<file path="src/rtl/dma_mmio_engine_if.sv">
// Request/ready bus bundle shared by the MMIO responder path and the DMA
// memory master path.
//   req   : access request, held by the master until ready
//   we    : 1 = write, 0 = read
//   addr  : byte address
//   wdata : write data
//   rdata : read data, valid while ready=1
//   ready : access-complete strobe from the slave
// master drives req/we/addr/wdata; slave drives rdata/ready.
interface dma_mmio_engine_if #(
  parameter int XLEN = 32
);
  logic            req;
  logic            we;
  logic [XLEN-1:0] addr;
  logic [XLEN-1:0] wdata;
  logic [XLEN-1:0] rdata;
  logic            ready;

  modport master (output req, we, addr, wdata, input rdata, ready);
  modport slave  (input req, we, addr, wdata, output rdata, ready);
endinterface

</file>
<file path="src/rtl/dma_mmio_engine.sv">
// DMA MMIO engine: register file (SRC/DST/LEN/CTRL/STAT/CLR/REMAIN) behind a
// fixed one-cycle MMIO responder, plus a word-granular memory-to-memory copy
// engine driving its own memory master port.
// Ports:
//   clk     : system clock
//   rst_n   : synchronous active-low reset
//   mmio    : slave side of the CPU register access bus
//   mem     : master side of the memory bus (to the RAM's second port)
//   dma_irq : level interrupt, done & irq_en
module dma_mmio_engine #(
  parameter int XLEN     = 32,
  parameter int OFS_BITS = 5
) (
  input  logic              clk,
  input  logic              rst_n,
  dma_mmio_engine_if.slave  mmio,
  dma_mmio_engine_if.master mem,
  output logic              dma_irq
);
  localparam int SEL_W = OFS_BITS - 2;

  typedef enum logic [1:0] {IDLE, RD, WR, FIN} state_t;

  state_t          state;
  logic [XLEN-1:0] src_q, dst_q, len_q;
  logic [XLEN-1:0] src_w, dst_w, remain, data_buf;
  logic            irq_en, busy, done, err;
  logic            mmio_ready_q;
  logic [XLEN-1:0] mmio_rdata_q;
  logic            mem_req_q, mem_we_q;
  logic [XLEN-1:0] mem_addr_q;

  logic            access;
  logic [SEL_W-1:0] sel;
  logic [XLEN-1:0] rd_val;
  logic [XLEN-1:0] words;
  logic            unused_addr_bits;

  // The ready_q term blocks a second access from a request held through
  // the ready pulse.
  assign access = mmio.req & ~mmio_ready_q;
  assign sel    = mmio.addr[OFS_BITS-1:2];
  assign words  = len_q >> 2;
  assign unused_addr_bits = ^{mmio.addr[XLEN-1:OFS_BITS], mmio.addr[1:0]};

  always_comb begin
    rd_val = '0;
    case (sel)
      SEL_W'(0): rd_val = src_q;
      SEL_W'(1): rd_val = dst_q;
      SEL_W'(2): rd_val = len_q;
      SEL_W'(3): rd_val[1] = irq_en;
      SEL_W'(4): rd_val[2:0] = {err, done, busy};
      SEL_W'(6): rd_val = remain;
      default:   rd_val = '0;
    endcase
  end

  always_ff @(posedge clk) begin
    if (!rst_n) begin
      state        <= IDLE;
      src_q        <= '0;
      dst_q        <= '0;
      len_q        <= '0;
      src_w        <= '0;
      dst_w        <= '0;
      remain       <= '0;
      data_buf     <= '0;
      irq_en       <= 1'b0;
      busy         <= 1'b0;
      done         <= 1'b0;
      err          <= 1'b0;
      mmio_ready_q <= 1'b0;
      mmio_rdata_q <= '0;
      mem_req_q    <= 1'b0;
      mem_we_q     <= 1'b0;
      mem_addr_q   <= '0;
    end else begin
      // MMIO register access stage
      mmio_ready_q <= access;
      mmio_rdata_q <= access ? rd_val : '0;
      if (access && mmio.we) begin
        case (sel)
          SEL_W'(0): if (!busy) src_q <= mmio.wdata;
          SEL_W'(1): if (!busy) dst_q <= mmio.wdata;
          SEL_W'(2): if (!busy) len_q <= mmio.wdata;
          SEL_W'(3): begin
            irq_en <= mmio.wdata[1];
            if (mmio.wdata[0] && !busy) begin
              if ((src_q[1:0] | dst_q[1:0]) != 2'b00) begin
                err <= 1'b1;
              end else if (words == '0) begin
                done   <= 1'b1;
                remain <= '0;
              end else begin
                src_w      <= src_q;
                dst_w      <= dst_q;
                remain     <= words;
                busy       <= 1'b1;
                state      <= RD;
                mem_req_q  <= 1'b1;
                mem_we_q   <= 1'b0;
                mem_addr_q <= src_q;
              end
            end
          end
          SEL_W'(5): begin
            if (mmio.wdata[1]) done <= 1'b0;
            if (mmio.wdata[2]) err  <= 1'b0;
          end
          default: ;
        endcase
      end

      // Copy engine stage; placed after the CLR decode so a hardware set
      // of done in FIN overrides a same-cycle clear.
      case (state)
        RD: if (mem.ready) begin
          data_buf   <= mem.rdata;
          mem_we_q   <= 1'b1;
          mem_addr_q <= dst_w;
          state      <= WR;
        end
        WR: if (mem.ready) begin
          src_w    <= src_w + XLEN'(4);
          dst_w    <= dst_w + XLEN'(4);
          remain   <= remain - XLEN'(1);
          mem_we_q <= 1'b0;
          if (remain == XLEN'(1)) begin
            mem_req_q  <= 1'b0;
            mem_addr_q <= '0;
            state      <= FIN;
          end else begin
            mem_addr_q <= src_w + XLEN'(4);
            state      <= RD;
          end
        end
        FIN: begin
          busy  <= 1'b0;
          done  <= 1'b1;
          state <= IDLE;
        end
        default: ;
      endcase
    end
  end

  assign mmio.ready = mmio_ready_q;
  assign mmio.rdata = mmio_rdata_q;
  assign mem.req    = mem_req_q;
  assign mem.we     = mem_we_q;
  assign mem.addr   = mem_addr_q;
  assign mem.wdata  = mem_we_q ? data_buf : '0;
  assign dma_irq    = done & irq_en;

endmodule

</file>
<file path="src/flat_wrapper.sv">
// flat-port wrapper written by rule: the top's interface ports become plain ports
module dma_mmio_engine_flat 
#(
  parameter int XLEN     = 32,
  parameter int OFS_BITS = 5
)
  (clk, rst_n, dma_irq, mmio_req, mmio_we, mmio_addr, mmio_wdata, mmio_rdata, mmio_ready, mem_req, mem_we, mem_addr, mem_wdata, mem_rdata, mem_ready);
  dma_mmio_engine_if #(.XLEN(XLEN)) mmio_i ();
  dma_mmio_engine_if #(.XLEN(XLEN)) mem_i ();
  input  logic clk;
  input  logic rst_n;
  output logic dma_irq;
  input wire logic [$bits(mmio_i.req)-1:0] mmio_req;
  input wire logic [$bits(mmio_i.we)-1:0] mmio_we;
  input wire logic [$bits(mmio_i.addr)-1:0] mmio_addr;
  input wire logic [$bits(mmio_i.wdata)-1:0] mmio_wdata;
  output wire logic [$bits(mmio_i.rdata)-1:0] mmio_rdata;
  output wire logic [$bits(mmio_i.ready)-1:0] mmio_ready;
  output wire logic [$bits(mem_i.req)-1:0] mem_req;
  output wire logic [$bits(mem_i.we)-1:0] mem_we;
  output wire logic [$bits(mem_i.addr)-1:0] mem_addr;
  output wire logic [$bits(mem_i.wdata)-1:0] mem_wdata;
  input wire logic [$bits(mem_i.rdata)-1:0] mem_rdata;
  input wire logic [$bits(mem_i.ready)-1:0] mem_ready;
  assign mmio_i.req = mmio_req;
  assign mmio_i.we = mmio_we;
  assign mmio_i.addr = mmio_addr;
  assign mmio_i.wdata = mmio_wdata;
  assign mmio_rdata = mmio_i.rdata;
  assign mmio_ready = mmio_i.ready;
  assign mem_req = mem_i.req;
  assign mem_we = mem_i.we;
  assign mem_addr = mem_i.addr;
  assign mem_wdata = mem_i.wdata;
  assign mem_i.rdata = mem_rdata;
  assign mem_i.ready = mem_ready;
  dma_mmio_engine #(.XLEN(XLEN), .OFS_BITS(OFS_BITS)) u_core (.clk(clk), .rst_n(rst_n), .mmio(mmio_i), .mem(mem_i), .dma_irq(dma_irq));
endmodule
</file>
<file path="config.mk">
export PLATFORM = sky130hd
export DESIGN_NAME = dma_mmio_engine_flat
export DESIGN_NICKNAME = d
export VERILOG_FILES = /design/src/rtl/dma_mmio_engine_if.sv /design/src/rtl/dma_mmio_engine.sv /design/src/flat_wrapper.sv
export SDC_FILE = /design/constraint.sdc
export NUM_CORES = 1
export LEC_CHECK = 0
export ABC_AREA = 0
export CORE_MARGIN = 2
export CORE_UTILIZATION = 38
export DETAILED_ROUTE_END_ITERATION = 7
export GPL_ROUTABILITY_DRIVEN = 1
export PLACE_DENSITY = 0.63
export SLEW_MARGIN = 15
export SYNTH_ARGS = -nofsm -noshare
export SYNTH_HDL_FRONTEND = slang
export SYNTH_SLANG_ARGS = --single-unit
</file>
<file path="constraint.sdc">
create_clock -name clk -period 4.1 [get_ports clk]
set_clock_uncertainty 0.05 [all_clocks]
set_input_delay 0.41 -clock clk [delete_from_list [all_inputs] [get_ports clk]]
set_output_delay 0.41 -clock clk [all_outputs]
set_load 0.02 [all_outputs]
</file>
# Word level (Yosys, flattened, before mapping)
# Cells that the tools add are included.
[classes]
add_sub_neg = 3
multipliers = 0
div = 0
order_cmp = 0
eq_ne = 17
shift = 0
n_mux = 71
bitwise_logic = 8
n_reduce_logical = 19
[ops]
columns = ["cell", "count"]
rows = [
  ["32-bit two-way mux", 29],
  ["29-bit one-hot mux with 4 select lines", 1],
  ["32-bit by 3-bit adder with 32-bit output (second input constant)", 2],
  ["32-bit one-hot mux with 2 select lines", 1],
  ["32-bit by 1-bit == test with 1-bit output (second input constant)", 1],
  ["32-bit logical NOT", 1],
  ["32-bit by 1-bit subtractor with 32-bit output (second input constant)", 1],
  ["30-bit two-way mux", 1],
  ["1-bit two-way mux", 24],
  ["2-bit two-way mux", 8],
  ["1-bit one-hot mux with 5 select lines", 2],
  ["5-bit AND reduction", 2],
  ["3-bit == test (second input constant)", 3],
  ["3-bit AND reduction", 3],
  ["3-bit by 2-bit == test with 1-bit output (second input constant)", 2],
  ["3-bit by 1-bit != test with 1-bit output (second input constant)", 2],
  ["1-bit one-hot mux with 2 select lines", 3],
  ["1-bit one-hot mux with 6 select lines", 1],
  ["2-bit one-hot mux with 3 select lines", 1],
  ["2-bit AND reduction", 3],
  ["6-bit AND reduction", 1],
  ["2-bit nonzero test", 3],
  ["1-bit NOT", 5],
  ["2-bit == test (second input constant)", 2],
  ["other kinds (13)", 16],
]
[totals]
reg_bits = 297
latch_bits = 0
ramBits = 0
mem_bits_ro = 0
inputBits = 101
out_inout_bits = 100
word_cells = 135
memories = 0

# Logic depth before layout (Yosys ltp)
# Gate-level depths: netlist of the first run.
[depth]
ltp_word = 9
ltp_mapped = 11
depth_no_buf = 7

# Worst setup path before layout of the first run
# No wires, ideal clock.
[synth_path]
kind = "register -> register"
startpoint = "register u_core.state[0]"
endpoint = "register u_core.dst_w[24]"
setup_ns = 0.120
t_arrival_ns = 2.204
required_time_ns = 3.930
setup_slack_ns = 1.727
stages_incl_launch_ff = 10
path_buffers = 2
synth_period_minus_slack_ns = 2.373
path_cell_list = "dfxtp_1 > inv_1 > ha_1 > clkbuf_1 > and3_1 > or4b_2 > clkbuf_1 > o21ai_0 > a21oi_1 > o31a_1"
[synth_between]
elab_chain_len = 2
[synth_rtl]
columns = ["item", "line_no", "text"]
rows = [
  ["start, declared", "dma_mmio_engine.sv:24", "state_t state;"],
  ["start signal, assigned", "dma_mmio_engine.sv:61", "state <= IDLE;"],
  ["start signal, assigned", "dma_mmio_engine.sv:100", "state <= RD;"],
  ["start signal, assigned", "dma_mmio_engine.sv:122", "state <= WR;"],
  ["2-bit == test", "dma_mmio_engine.sv:117", "case (state)"],
  ["32-bit two-way mux", "dma_mmio_engine.sv:117", ""],
  ["end signal, assigned", "dma_mmio_engine.sv:97", "dst_w <= dst_q;"],
  ["end signal, assigned", "dma_mmio_engine.sv:126", "dst_w <= dst_w + XLEN'(4);"],
  ["end, declared", "dma_mmio_engine.sv:26", "logic [XLEN-1:0] src_w, dst_w, remain, data_buf;"],
]
# Every way passes these cells.
# A chain may end at the register's enable or synchronous reset.

# Worst setup path in the final report of the first run
[layout_path]
startpoint = "register u_core.len_q[16]"
endpoint = "register u_core.mem_addr_q[10], in the netlist u_core.mem.addr[10]"
[layout_between]
elab_chain_len = 8
elab_cells_between_ends = 9
cone_classes = "mux (8); reduce/logical (1)"
[layout_rtl]
columns = ["item", "line_no", "text"]
rows = [
  ["start, declared", "dma_mmio_engine.sv:25", "logic [XLEN-1:0] src_q, dst_q, len_q;"],
  ["start signal, assigned", "dma_mmio_engine.sv:86", "SEL_W'(2): if (!busy) len_q <= mmio.wdata;"],
  ["32-bit logical NOT *", "dma_mmio_engine.sv:92", "end else if (words == '0) begin"],
  ["32-bit two-way mux *", "dma_mmio_engine.sv:92", ""],
  ["32-bit two-way mux *", "dma_mmio_engine.sv:90", "if ((src_q[1:0] | dst_q[1:0]) != 2'b00) begin"],
  ["32-bit two-way mux *", "dma_mmio_engine.sv:89", "if (mmio.wdata[0] && !busy) begin"],
  ["32-bit two-way mux *", "dma_mmio_engine.sv:83", "case (sel)"],
  ["32-bit two-way mux *", "dma_mmio_engine.sv:82", "if (access && mmio.we) begin"],
  ["32-bit two-way mux (on tied branches)", "dma_mmio_engine.sv:124, dma_mmio_engine.sv:118", ""],
  ["32-bit one-hot mux with 2 select lines *", "dma_mmio_engine.sv:117", ""],
  ["end signal, assigned", "dma_mmio_engine.sv:103", "mem_addr_q <= src_q;"],
  ["end signal, assigned", "dma_mmio_engine.sv:121", "mem_addr_q <= dst_w;"],
  ["end signal, assigned", "dma_mmio_engine.sv:134", "mem_addr_q <= src_w + XLEN'(4);"],
  ["end, declared", "dma_mmio_engine.sv:31", "logic [XLEN-1:0] mem_addr_q;"],
]
# Mark *: on every way between the ends. The rest lies on a longest branch, timed or not.

==> flow_summary_export.csv, run 1 <==
group,metric,value,unit
routing,ant_nets,0,
final_layout,fin_nets,2139,
floorplanning,fp.dieW,202.2,um
sta,hold_violations,0,
clock_tree,cts_setup_buffers,0,
final_layout,antenna-diode-count,0,
clock_tree,htree_levels,2,
clock_tree,clkSlewWorstSetupHoldPaths,60,ps
critical_path,r2r_cells,6,
clock_tree,cts-hold-fix-buffers,0,
critical_path,worstSetupPathType,"flip-flop to flip-flop",
routing,wl_per_cell,20.72,um
sta,slew_headroom,0.2329,
critical_path,cp_cell_sequence,"or4_1 -> nor2_1 -> and3_1 -> buf_4 -> nor3_1 -> nor4_1",
critical_path,slowest_stage,"and3_1",
critical_path,rr_endpoint,"u_core.mem.addr[10]$_SDFF_PN0_",
synthesis,synth_area_leader_cell,"dfxtp_1",
floorplanning,rows,72,
critical_path,reg2reg_slack,960,ps
min_path,min_to,"u_core.remain[6]$_SDFF_PN0_",
synthesis,synth-xor-area-share,0.01525,
final_layout,drive_gt1_frac,0.06433,
synthesis,yosysWarnings,0,
sta,fin_crit,3135,ps
clock_tree,clock-sinks,297,
clock_tree,cts.root.buffer_cell,"clkbuf_16",
sta,rsz0062_at_grt,"no",
synthesis,avgSynthCellArea,7.680,um2
synthesis,netlist_top_cells_area,"dfxtp_1 40%, nand2_1 8.6%, a21oi_1 8.2%, clkbuf_1 3.6%, a22oi_1 3.3%",
synthesis,synth_edf_count,0,
routing,drtIter0Drc,2013,
power,irDropWorstVdd,0.0001970,V
critical_path,cp.arrival,3490,ps
critical_path,cp_slowest_stage_delay,760,ps
synthesis,netlist_instances,1944,
global_route,grt_max_degree,96,
clock_tree,clkLatencyLatePin,520,ps
min_path,hp-class,"primary input to flip-flop",
global_route,grt_pass1_vias,14110,
global_route,grt_antenna_before_repair,0,
placement,io_buffer_count,171,
clock_tree,clockBufferDepth,3,
critical_path,startpoint,"u_core.len_q[16]$_SDFFE_PN0P_",
synthesis,synth.net_count,2053,
synthesis,synth_top_family_by_area,"simple AND/OR/NAND/NOR gates",
sta,slew_violations,0,
sta,setup_tns,0,ps
floorplanning,die_y,202.2,um
synthesis,ys_types,70,
placement,gp_congestion,0.9417,
sta,finalCritPeriodShare,0.7647,
synthesis,synthSimpleGateAreaFrac,0.2728,
floorplanning,ios,201,
run_status,run_status,"completed",
synthesis,synthFlopType,"dfxtp_1",
synthesis,synth_fa_ha_area_frac,0.006704,
sta,maxClockFrequency,319.0,MHz
synthesis,synthMuxAreaShare,0.01165,
routing,routed_wirelength,53250,um
critical_path,worstPathRequired,4460,ps
synthesis,syn_area,14930,um2
clock_tree,cts_buffers,35,
final_layout,area_growth_syn_to_layout,21.45,%
floorplanning,die_area,40890,um2
synthesis,yosys.area.top_type_share,0.3982,
placement,placed_cell_area,17070,um2
power,p_per_area,393.2,nW/um2
floorplanning,initial_utilization,0.3854,
critical_path,cp_max_fo,18,
clock_tree,cts_tree,"yes",
global_route,grt.overflow.total,0,
floorplanning,core_area,38740,um2
global_route,grt_pass1_wl,82410,um
routing,vias,15350,
synthesis,synth_compound_area_frac,0.2434,
power,p_leak,0.005841,uW
critical_path,cp-start-kind,"flip-flop",
global_route,grt_usage,0.2509,
critical_path,r2r_start,"u_core.len_q[16]$_SDFFE_PN0P_",
routing,drcViolationCount,0,
synthesis,synthArstFlopShare,0,
min_path,min_from,"rst_n",
run,drv_cap,0,
routing,first_pass_iters,7,
clock_tree,cts_resized,0,
final_layout,fin_area,18130,um2
placement,hpwl,36620,um
sta,setup-violations-final,0,
min_path,hold_depth,3,
synthesis,synth-seq-cells,297,
synthesis,ys_seq_area_frac,0.3982,
critical_path,critPathCaptureType,"flip-flop",
routing,vias_per_cell,5.971,
sta,tightest_slew,1149,ps
[final cells by class]
cell class	instances	area, um2
clock inverters	9	51.30
repair buffers	218	2122
multi-input cells	1452	8252
well taps	518	648.1
inverters	26	102.6
clock buffers	50	1012
fillers	3885	20600
flip-flops and latches	297	5946
[worst max-delay path: cells and delay by family, from the launching register on]
family | cells | cell delay [ps]
buf+inv | 1 | 400
flops | 1 | 350
simple gates | 5 | 2200
[cells in the final DEF (no fill, tap or decap), types with 9 or more instances in the layout]
cell type	synthesis	routed
a21oi_1	246	246
nor4_1	61	60
inv_1	25	25
nor2_1	66	64
or4_1	11	11
a21boi_0	10	10
a31oi_1	50	49
o221ai_1	15	15
xnor2_1	17	17
a211oi_1	40	40
clkdlybuf4s50_1	0	170
or2_2	12	12
and2_1	44	42
and3_1	24	24
nand2_1	343	342
xor2_1	9	9
o211ai_1	29	29
nand4_1	26	26
o31a_1	16	16
nand3_1	66	66
nand2b_1	18	18
buf_4	0	42
a22oi_1	65	65
clkbuf_16	0	35
dfxtp_1	297	297
or3_1	18	18
o21ai_0	43	43
and4_1	16	16
mux2i_1	14	14
nor3_1	93	92
o21a_1	9	9
o31ai_1	12	12
[cells in the mapped netlist, drive strengths merged (8+ instances only)]
cell type,n
mux2i,14
nor3,93
a21boi,10
ha,8
nand2b,18
o221ai,15
a31oi,50
inv,25
and4,16
xor2,9
or2,13
clkbuf,142
nor4,62
nor2,66
and3,24
nand4,27
a22oi,65
dfxtp,297
or4,13
xnor2,17
a21oi,246
nand3,66
a211oi,40
and2,44
nand2,343
o21a,9
buf,27
o21ai,43
o31ai,12
o31a,16
o211ai,29
or3,20
[sequential cells by signal, summed over array words and instances, names as in the netlist]
register	flops
u_core.src_w	32
u_core.dst_q	32
u_core.irq_en	1
u_core.len_q	32
u_core.mem.we	1
u_core.state	2
u_core.busy	1
u_core.mem.addr	32
u_core.data_buf	32
u_core.src_q	32
u_core.mmio.rdata	32
u_core.mmio.ready	1
u_core.err	1
u_core.done	1
u_core.mem.req	1
u_core.remain	32
u_core.dst_w	32
[how the worst max path moves through the flow]
| stage | endpoint |
|---|---|
| after floorplan | u_core.dst_w[24]$_SDFF_PN0_ |
| after global placement | u_core.src_w[26]$_SDFF_PN0_ |
| after detailed placement | u_core.dst_w[25]$_SDFF_PN0_ |
| after CTS | u_core.mem.addr[27]$_SDFF_PN0_ |
| after global routing | u_core.mem.addr[2]$_SDFF_PN0_ |
| final | u_core.mem.addr[10]$_SDFF_PN0_ |
[logic make-up after synthesis]
logic type | Yosys count
fa+ha+maj | 8
buf+inv | 195
compound gates | 577
simple gates | 825
xor+xnor | 26
flops | 297
mux | 16
[through the flow]
| stage | instances | power [uW] | hold slack (ps) | worst slack, ps | util |
|---|---|---|---|---|---|
| 5_1_grt | 2570 | 7391 | 364.4 | 867.2 | 0.4681 |
| 3_3_place_gp | 2511 | 4185 | 387.5 | 815.1 | 0.4406 |
| 2_1_floorplan | 1944 | 3782 | 381.7 | 1727 | - |
| 4_1_cts | 2570 | 7139 | 345.5 | 1061 | 0.4681 |
| 3_5_place_dp | 2511 | 4197 | 392.0 | 750.3 | 0.4406 |
| 6_report | 2570 | 7131 | 350.2 | 964.8 | 0.4681 |
[power by group]
| group | switching [uW] | internal, uW |
|---|---|---|
| Sequential | 82.3 | 2960 |
| Combinational | 710 | 406 |
| Clock | 1260 | 1710 |
| Total | 2050 | 5080 |
[layer usage]
layer	global-route usage	wire length, um	share of wire
met1	0.3623	23590	0.44
met2	0.3795	23170	0.44
met3	0.03918	4803	0.090
met4	0.08551	1683	0.032
met5	0	0	0
No activity file was read; power rests on OpenSTA's default activity.
==> inputs of run 2 (changes only) <==
Settings changed: PLACE_DENSITY 0.63 to 0.65.
Clock period 4.1 ns to 2.55 ns, I/O delays scaled along.
==> flow_summary_export.csv, run 2 (synthesized netlist as in run 1, its figures left out) <==
group,metric,value,unit
critical_path,cp.arrival,2910,ps
critical_path,cp_max_fo,5,
routing,wl_per_cell,20.70,um
routing,drcViolationCount,0,
critical_path,startpoint,"u_core.remain[14]$_SDFF_PN0_",
clock_tree,cts_buffers,35,
critical_path,worstSetupPathType,"flip-flop to flip-flop",
final_layout,final_common_cell,"nand2_1",
clock_tree,htree_levels,2,
sta,setup-violations-final,0,
final_layout,nFillCells,3757,
run,drv_cap,0,
critical_path,cp-start-kind,"flip-flop",
run_status,run_status,"completed",
clock_tree,clkSlewWorstSetupHoldPaths,60,ps
placement,hpwl,38610,um
clock_tree,clkLatencyLatePin,540,ps
routing,routed_wirelength,54910,um
floorplanning,initial_utilization,0.3854,
clock_tree,clockBufferDepth,3,
routing,first_pass_iters,6,
min_path,hp-class,"primary input to flip-flop",
floorplanning,fp.dieW,202.2,um
placement,gp_congestion,0.9432,
final_layout,instances_no_fill,2653,
power,p_per_area,621.6,nW/um2
global_route,grt_pass1_vias,14710,
final_layout,fin_nets,2220,
sta,slew_headroom,0.4781,
sta,setup_tns,0,ps
sta,finalCritPeriodShare,0.9779,
clock_tree,clock-sinks,297,
sta,hold_violations,0,
final_layout,drive_gt1_frac,0.1012,
sta,fin_crit,2494,ps
critical_path,worstPathRequired,2970,ps
global_route,grt_usage,0.2590,
critical_path,r2r_start,"u_core.remain[14]$_SDFF_PN0_",
routing,vias,15810,
min_path,min_from,"rst_n",
power,p_leak,0.006349,uW
sta,slew_violations,0,
final_layout,fin_util,0.4908,
power,irDropWorstVdd,0.0004245,V
floorplanning,rows,72,
floorplanning,ios,201,
final_layout,multiInputGateArea,8258,um2
sta,tightest_slew,775.7,ps
global_route,grt.overflow.total,0,
sta,rsz0062_at_grt,"no",
final_layout,seqCellArea,5946,um2
critical_path,r2r_cells,5,
global_route,grt_antenna_before_repair,0,
global_route,grt_pass1_wl,84700,um
clock_tree,cts_tree,"yes",
floorplanning,die_area,40890,um2
routing,ant_nets,0,
final_layout,final_cell_mix,"342 x nand2_1, 297 x dfxtp_1, 246 x a21oi_1, 170 x clkdlybuf4s50_1, 105 x buf_4",
clock_tree,cts.root.buffer_cell,"clkbuf_16",
floorplanning,core_area,38740,um2
final_layout,antenna-diode-count,0,
routing,vias_per_cell,5.958,
clock_tree,cts-hold-fix-buffers,0,
routing,drtIter0Drc,2024,
placement,dp.cells,2592,
final_layout,area_growth_syn_to_layout,27.34,%
global_route,grt_max_degree,64,
critical_path,critPathCaptureType,"flip-flop",
placement,io_buffer_count,171,
sta,maxClockFrequency,401.0,MHz
min_path,hold_depth,3,
floorplanning,die_y,202.2,um
run 2: cell types whose count changed in the layout (fill, tap and decap cells not counted), moves of 2 or more:
cell      delta
clkinv_2     +2
buf_4       +63
buf_12      +18
clkbuf_8     -3
run 2: layout make-up:
class | instances | share of cell area
multi-input combinational | 1452 | 0.4343
tap | 518 | 0.03409
timing repair buffer | 299 | 0.1554
sequential | 297 | 0.3127
clock inverter | 13 | 0.005659
clock buffer | 48 | 0.05238
inverter | 26 | 0.005396
run 2: path summary, 6_finish.rpt:
| check | end | slack (ps) |
|---|---|---|
| min | u_core.mmio.rdata[0]$_SDFF_PN0_ | 60 |
| max reg2reg | u_core.remain[24]$_SDFF_PN0_ | 60 |
| min reg2reg | u_core.data_buf[25]$_SDFFE_PN0P_ | 400 |
| max | u_core.remain[24]$_SDFF_PN0_ | 60 |
run 2: metrics by stage:
stage | hold WS [ps] | total power, uW | area, um2 | setup slack [ps]
3_5_place_dp | 396.0 | 6966 | 17900 | 32.80
5_1_grt | 77.57 | 12240 | 19010 | 6.267
6_report | 64.44 | 11820 | 19010 | 56.31
3_3_place_gp | 387.1 | 6938 | 17900 | 32.51
4_1_cts | 58.91 | 11840 | 19010 | 11.92
2_1_floorplan | 341.0 | 6081 | 14930 | 176.7
run 2: power by group:
group | internal, uW | total [uW] | switching (uW)
logic | 819 | 2040 | 1220
clock network | 2840 | 4900 | 2060
registers | 4760 | 4880 | 115
total | 8420 | 11800 | 3390
run 2: worst max-delay path, cell delays in order, from the launching register on:
cell and delay [ps]:
dfxtp_1 350, nor4_1 530, nand4_1 390, or3_4 520, or4_1 410, a31oi_1 170
run 2: timing repair:
action                     4_1_cts  5_1_grt
setup endpoints to repair        0        6
setup buffers                    0        0
gates resized for setup          0        2
run 2: metal layers:
layer / vias to the layer above / GRT usage / routed length, um
met5: - / 0 / 0
met4: 0 / 0.1030 / 1921
met3: 132 / 0.04837 / 4764
met2: 800 / 0.3972 / 24240
met1: 7424 / 0.3589 / 23990
li1: 7451 / - / -
